`src/rtl/buff_pkg.sv`:
```
// Shared types, reset values and saturating helpers for the power-up buff manager.
package buff_pkg;

  typedef enum logic [1:0] {
    STAT_STEP     = 2'd0,
    STAT_DELAY    = 2'd1,
    STAT_COOLDOWN = 2'd2,
    STAT_SIZE     = 2'd3
  } stat_e;

  typedef enum logic {
    NORMAL = 1'b0,
    CURSED = 1'b1
  } curse_state_e;

  typedef struct packed {
    logic [9:0] step;
    logic [9:0] delay;
    logic [9:0] cooldown;
    logic [1:0] size;
  } stats_t;

  localparam logic [9:0] RST_STEP     = 10'd3;
  localparam logic [1:0] RST_SIZE     = 2'b01;
  localparam logic [9:0] RST_DELAY    = 10'h030;
  localparam logic [9:0] RST_COOLDOWN = 10'h018;

  function automatic logic [9:0] sat_add(input logic [9:0] v, input logic [9:0] d,
                                         input logic [9:0] lim);
    logic [10:0] sum;
    sum = {1'b0, v} + {1'b0, d};
    return (sum > {1'b0, lim}) ? lim : sum[9:0];
  endfunction

  function automatic logic [9:0] sat_sub(input logic [9:0] v, input logic [9:0] d,
                                         input logic [9:0] lim);
    return ({1'b0, v} < ({1'b0, lim} + {1'b0, d})) ? lim : v - d;
  endfunction

endpackage

```
`src/rtl/buff_player.sv`:
```
// One player's stats, curse FSM and curse timer.
module buff_player
  import buff_pkg::*;
#(
  parameter int unsigned PLAYER_IDX   = 0,
  parameter logic [3:0]  ITEM_TAG     = 4'h9,
  parameter logic [9:0]  STEP_MIN     = 10'd1,
  parameter logic [9:0]  STEP_MAX     = 10'd5,
  parameter logic [9:0]  TIME_MIN     = 10'h010,
  parameter logic [9:0]  TIME_MAX     = 10'h050,
  parameter logic [9:0]  TIME_INC     = 10'h008,
  parameter logic [15:0] CURSE_FRAMES = 16'd600
) (
  input  logic       clk,
  input  logic       rst_n,
  input  logic       frame_tick,
  input  logic [7:0] id,
  input  logic [3:0] r,
  output logic       we,
  output logic [9:0] step,
  output logic [1:0] size,
  output logic [9:0] delay,
  output logic [9:0] cooldown,
  output logic       cursed
);

  localparam stats_t RST_STATS = '{step: RST_STEP, delay: RST_DELAY,
                                   cooldown: RST_COOLDOWN, size: RST_SIZE};

  curse_state_e state_q, state_d;
  stats_t       stats_q, stats_d, debuffed;
  logic [15:0]  timer_q, timer_d;
  stat_e        cstat_q, cstat_d, stat;
  logic         applied_q, applied_d;
  logic         we_q, we_d;
  logic         pickup, debuff;

  // buff=1 moves a stat in the player's favour, buff=0 against it
  function automatic stats_t adjust(input stats_t s, input stat_e which, input logic buff);
    stats_t o;
    o = s;
    case (which)
      STAT_STEP:     o.step = buff ? sat_add(s.step, 10'd1, STEP_MAX)
                                   : sat_sub(s.step, 10'd1, STEP_MIN);
      STAT_DELAY:    o.delay = buff ? sat_sub(s.delay, TIME_INC, TIME_MIN)
                                    : sat_add(s.delay, TIME_INC, TIME_MAX);
      STAT_COOLDOWN: o.cooldown = buff ? sat_sub(s.cooldown, TIME_INC, TIME_MIN)
                                       : sat_add(s.cooldown, TIME_INC, TIME_MAX);
      STAT_SIZE:     o.size = buff ? ((s.size == 2'd3) ? 2'd3 : s.size + 2'd1)
                                   : ((s.size == 2'd0) ? 2'd0 : s.size - 2'd1);
    endcase
    return o;
  endfunction

  always_ff @(posedge clk or negedge rst_n) begin
    if (!rst_n) begin
      state_q   <= NORMAL;
      stats_q   <= RST_STATS;
      timer_q   <= '0;
      cstat_q   <= STAT_STEP;
      applied_q <= 1'b0;
      we_q      <= 1'b0;
    end else begin
      state_q   <= state_d;
      stats_q   <= stats_d;
      timer_q   <= timer_d;
      cstat_q   <= cstat_d;
      applied_q <= applied_d;
      we_q      <= we_d;
    end
  end

  // Expiry is resolved first so a same-tick pickup sees the restored stats.
  always_comb begin
    pickup    = frame_tick && (id == {ITEM_TAG, 4'(PLAYER_IDX)});
    stat      = stat_e'(r[3:2]);
    debuff    = r[1] & r[0];
    state_d   = state_q;
    stats_d   = stats_q;
    timer_d   = timer_q;
    cstat_d   = cstat_q;
    applied_d = applied_q;
    we_d      = pickup;
    debuffed  = stats_q;
    if (state_q == CURSED && frame_tick) begin
      if (timer_q == '0) begin
        if (applied_q) stats_d = adjust(stats_q, cstat_q, 1'b1);
        state_d = NORMAL;
      end else begin
        timer_d = timer_q - 16'd1;
      end
    end
    if (pickup) begin
      if (!debuff) begin
        stats_d = adjust(stats_d, stat, 1'b1);
      end else if (state_d == CURSED) begin
        timer_d = CURSE_FRAMES - 16'd1;
      end else begin
        debuffed  = adjust(stats_d, stat, 1'b0);
        applied_d = (debuffed != stats_d);
        stats_d   = debuffed;
        cstat_d   = stat;
        timer_d   = CURSE_FRAMES - 16'd1;
        state_d   = CURSED;
      end
    end
  end

  always_comb begin
    we       = we_q;
    step     = stats_q.step;
    size     = stats_q.size;
    delay    = stats_q.delay;
    cooldown = stats_q.cooldown;
    cursed   = (state_q == CURSED);
  end

endmodule

```
`src/rtl/buff_manager.sv`:
```
// Frame-edge detect and random-nibble register shared by per-player buff units.
module buff_manager
  import buff_pkg::*;
#(
  parameter int unsigned NUM_PLAYERS  = 2,
  parameter logic [3:0]  ITEM_TAG     = 4'h9,
  parameter logic [9:0]  STEP_MIN     = 10'd1,
  parameter logic [9:0]  STEP_MAX     = 10'd5,
  parameter logic [9:0]  TIME_MIN     = 10'h010,
  parameter logic [9:0]  TIME_MAX     = 10'h050,
  parameter logic [9:0]  TIME_INC     = 10'h008,
  parameter logic [15:0] CURSE_FRAMES = 16'd600
) (
  input  logic                        Clk,
  input  logic                        Reset_n,
  input  logic                        frame_clk,
  input  logic [NUM_PLAYERS-1:0][7:0] id,
  input  logic [3:0]                  randhex,
  output logic [NUM_PLAYERS-1:0]      WE,
  output logic [NUM_PLAYERS-1:0][9:0] step,
  output logic [NUM_PLAYERS-1:0][1:0] size,
  output logic [NUM_PLAYERS-1:0][9:0] delay,
  output logic [NUM_PLAYERS-1:0][9:0] cooldown,
  output logic [NUM_PLAYERS-1:0]      cursed
);

  logic       frame_clk_q, frame_clk_d;
  logic       frame_tick_q, frame_tick_d;
  logic [3:0] randh_q, randh_d;

  always_ff @(posedge Clk or negedge Reset_n) begin
    if (!Reset_n) begin
      frame_clk_q  <= 1'b0;
      frame_tick_q <= 1'b0;
      randh_q      <= '0;
    end else begin
      frame_clk_q  <= frame_clk_d;
      frame_tick_q <= frame_tick_d;
      randh_q      <= randh_d;
    end
  end

  always_comb begin
    frame_clk_d  = frame_clk;
    frame_tick_d = frame_clk & ~frame_clk_q;
    randh_d      = randhex;
  end

  for (genvar p = 0; p < NUM_PLAYERS; p++) begin : g_player
    buff_player #(
      .PLAYER_IDX  (p),
      .ITEM_TAG    (ITEM_TAG),
      .STEP_MIN    (STEP_MIN),
      .STEP_MAX    (STEP_MAX),
      .TIME_MIN    (TIME_MIN),
      .TIME_MAX    (TIME_MAX),
      .TIME_INC    (TIME_INC),
      .CURSE_FRAMES(CURSE_FRAMES)
    ) u_player (
      .clk       (Clk),
      .rst_n     (Reset_n),
      .frame_tick(frame_tick_q),
      .id        (id[p]),
      .r         (randh_q ^ 4'(p)),
      .we        (WE[p]),
      .step      (step[p]),
      .size      (size[p]),
      .delay     (delay[p]),
      .cooldown  (cooldown[p]),
      .cursed    (cursed[p])
    );
  end

endmodule

```
`config.mk`:
```
export PLATFORM = sky130hd
export DESIGN_NAME = buff_manager
export DESIGN_NICKNAME = d
export VERILOG_FILES = /design/src/rtl/buff_pkg.sv /design/src/rtl/buff_player.sv /design/src/rtl/buff_manager.sv
export SDC_FILE = /design/constraint.sdc
export NUM_CORES = 1
export LEC_CHECK = 0
export ABC_AREA = 1
export CAP_MARGIN = 20
export CORE_MARGIN = 2
export CORE_UTILIZATION = 45
export DETAILED_ROUTE_END_ITERATION = 8
export GPL_TIMING_DRIVEN = 0
export PLACE_DENSITY = 0.67
export SETUP_SLACK_MARGIN = 0.1
export SKIP_CTS_REPAIR_TIMING = 1
export SLEW_MARGIN = 20
export SYNTH_ARGS = -nofsm -noshare
export SYNTH_HDL_FRONTEND = slang
export SYNTH_SLANG_ARGS = --single-unit
```
`constraint.sdc`:
```
create_clock -name Clk -period 2.55 [get_ports Clk]
set_input_delay 0.51 -clock Clk [delete_from_list [all_inputs] [get_ports Clk]]
set_output_delay 0.51 -clock Clk [all_outputs]
set_load 0.01 [all_outputs]
```
==> results_dict.tcl <==
set metrics [dict create \
    place_congestion 0.934 \
    clkSinkCount 112 \
    first_pass_iters 6 \
    period_minus_slack_ns 2.90 \
    cts_tree "done" \
    critPathBufInv 3 \
    synth_nets 1625 \
    rsz0062_at_grt "yes" \
    drive_gt1_share_pct 30.3 \
    critPathLaunchType "flop" \
    syn-cell-area_mm2 0.0103 \
    final.setup.tns_ns -9.47 \
    routed_via_density 5.62 \
    critPathSlowestCell "dfrtp_1" \
    cts-htree-levels 3 \
    arrival_ns 3.20 \
    ys_seq_area_share_pct 27.4 \
    rows 55 \
    fin_ws_ns -0.347 \
    io_pins 91 \
    r2r_cells 20 \
    clock_path_buffers 2 \
    netlist_top_cells_area "dfrtp_1 (24%), nand2_1 (13%), inv_1 (7.5%), nor2_1 (7.5%), nand3_1 (7.2%)" \
    die_w_um 155 \
    yosysTopAreaCellShare_pct 23.8 \
    crit_type "reg -> reg" \
    rr_startpoint "g_player[1].u_player.timer_q[1]" \
    route.detailed.drc 0 \
    synth_cell_types 64 \
    start_util_pct 45.6 \
    wl_mm 35.2 \
    fin_skew_ns 0.0142 \
    p_per_area_mw_per_mm2 336 \
    cp_max_fo 5 \
    final_cell_count_no_fill 2083 \
    endpoint_kind "flop" \
    placed_cell_area_mm2 0.0118 \
    cp-startpoint "g_player[1].u_player.timer_q[1]" \
    stdcell_area_mm2 0.0142 \
    antennaDiodeCount 0 \
    yosysMostFrequentCell "nand2_1" \
    critical_path.top_delay_family "simple AND/OR/NAND/NOR gates" \
    ff_latch_area_mm2 0.00283 \
    detail-route-antenna-nets 0 \
    grt_max_degree 59 \
    drt_first_iter_violations 1212 \
    num_vias 11700 \
    worstHoldPathType "in -> async" \
    cp_common_cell "nand2_2" \
    vdd_drop_max_uv 298 \
    numPortBuffers 90 \
    synthFlopType "dfrtp_1" \
    yosys.area.top_type "dfrtp_1" \
    syn_inst 1582 \
    filler_cell_count 2043 \
    grt-ovfl-total 0 \
    clk_latency_ns 0.38 \
    min_period_over_period_pct 114 \
    synth-seq-cells 112 \
    path_cells "inv_2, ha_4, nand2_2, nor2_2, nand2_2, nor3_4, nand2_2, nand2_4, inv_1, nor2_4, ha_4, inv_2, nand2_1, nand3_1, nand2_1, nand2_2, nand3_2, o21ai_2, nand2_1, a21oi_2" \
    yosysWarnings 0 \
    ys_async_sr_fraction_pct 100 \
    fmax_ghz 0.345 \
    maxCapViolCount 0 \
    syn_area_per_cell_um2 6.51 \
    syn2layout_area_growth_pct 37.9 \
    tightest_slew_ns 0.870 \
    cpPeakStageDelay_ns 0.41 \
    drv_slew 0 \
    final_nets 1836 \
    grtUsageTotal_pct 26.7 \
    place_inst 1958 \
    setup-violations-final 57 \
    synth_edf_count 0 \
    multi_input_area_mm2 0.00773 \
    numCtsBuffers 9 \
    maxSlewHeadroom_pct 42.0 \
    grt_pass1_vias 10200 \
    grt_pass1_wl_mm 51.9 \
    cts_root_buffer "clkbuf_16" \
    p_leak_uw 0.00622 \
    hold_viol 0 \
    cp.depth 20 \
    antenna_found_initial 0 \
    dieArea_mm2 0.0241 \
    violations "setup timing" \
    cts.clk_slew.worst_paths_ns 0.08 \
    crit_required_ns 2.85 \
    core_mm2 0.0226 \
    detailed_place_hpwl_mm 24.4 \
    outcome "finished with violations" \
    synth_common_cells "nand2_1 (362), inv_1 (206), nor2_1 (206), nand3_1 (148), dfrtp_1 (98)" \
    die_h_um 155 \
    routedWlPerCell_um 16.9 \
]
## layout make-up
class / instances / area share [%]
Sequential cell: 112 / 19.9
Tap cell: 285 / 2.51
Buffer: 38 / 1.59
Multi-Input combinational cell: 1202 / 54.4
Inverter: 230 / 6.45
Timing Repair Buffer: 200 / 13.1
Clock buffer: 10 / 1.61
Clock inverter: 6 / 0.423
## state kept, by name, indices dropped and copies added, names as in the netlist
name / cells
g_player.u_player.cstat_q: 4
frame_clk_q: 1
g_player.u_player.step: 20
randh_q: 4
frame_tick_q: 1
g_player.u_player.applied_q: 2
g_player.u_player.timer_q: 32
g_player.u_player.cooldown: 20
g_player.u_player.cursed: 2
g_player.u_player.we: 2
g_player.u_player.delay: 20
g_player.u_player.size: 4
## where the power goes
group | switching, uW | internal (uW)
sequential | 147 | 1920
clock | 793 | 692
combinational | 729 | 493
## per-stage QoR
stage / util, % / hold slack (ns) / setup WS [ns] / total power, uW
2_1_floorplan: - / 0.214 / 0.0404 / 2730
3_3_place_gp: 52.0 / 0.381 / -3.57 / 3030
3_5_place_dp: 52.1 / 0.389 / -0.976 / 3050
4_1_cts: 53.4 / 0.105 / -0.657 / 4530
5_1_grt: 62.9 / 0.124 / -0.485 / 5000
6_report: 62.9 / 0.0810 / -0.347 / 4770
## worst paths after layout
| check | end | slack, ns |
|---|---|---|
| setup / recovery | g_player[1].u_player.step[1] | -0.35 |
| hold / removal | g_player[0].u_player.timer_q[9] | 0.08 |
| setup reg to reg | g_player[1].u_player.step[1] | -0.35 |
| hold reg to reg | frame_tick_q | 0.40 |
| max in group asynchronous | g_player[0].u_player.size[0] | 1.75 |
| min in group Clk | frame_tick_q | 0.40 |
## layout by cell type (no fill, tap or decap), types with 13 or more instances in the layout
cell,Yosys,routed
a21oi_1,50,30
a21oi_2,4,19
a31oi_1,18,16
buf_4,6,98
buf_6,2,15
clkbuf_1,21,19
clkdlybuf4s50_1,0,89
dfrtp_1,98,94
dfstp_2,14,14
ha_4,0,13
inv_1,206,172
inv_2,16,39
nand2_1,362,296
nand2_2,27,65
nand2_4,9,33
nand3_1,148,117
nand3_2,9,35
nand4_1,31,31
nor2_1,206,162
nor2_2,20,38
nor2_4,15,41
nor3_1,24,18
o211ai_1,24,24
o21ai_0,72,48
o21ai_1,18,27
o21ai_2,3,14
xor2_1,43,39
## routing by layer
metal	vias up	GRT usage [%]	share of wire, %
li1	5613	-	-
met1	5492	36.6	43
met2	486	44.0	47
met3	109	2.76	6.5
met4	0	9.22	3.6
met5	-	0	0
## logic make-up (layout without fill, tap and decap cells)
logic type | after synthesis | after routing | share of synthesized area [%]
AO/OA/AOI/OAI | 238 | 238 | 14.4
XOR/XNOR | 50 | 50 | 4.25
adder cells (fa/ha/maj) | 20 | 20 | 2.43
buffers and inverters | 268 | 484 | 10.5
flip-flops | 112 | 112 | 27.4
AND/OR/NAND/NOR | 894 | 894 | 41.1
No activity file was read; power rests on OpenSTA's default activity.
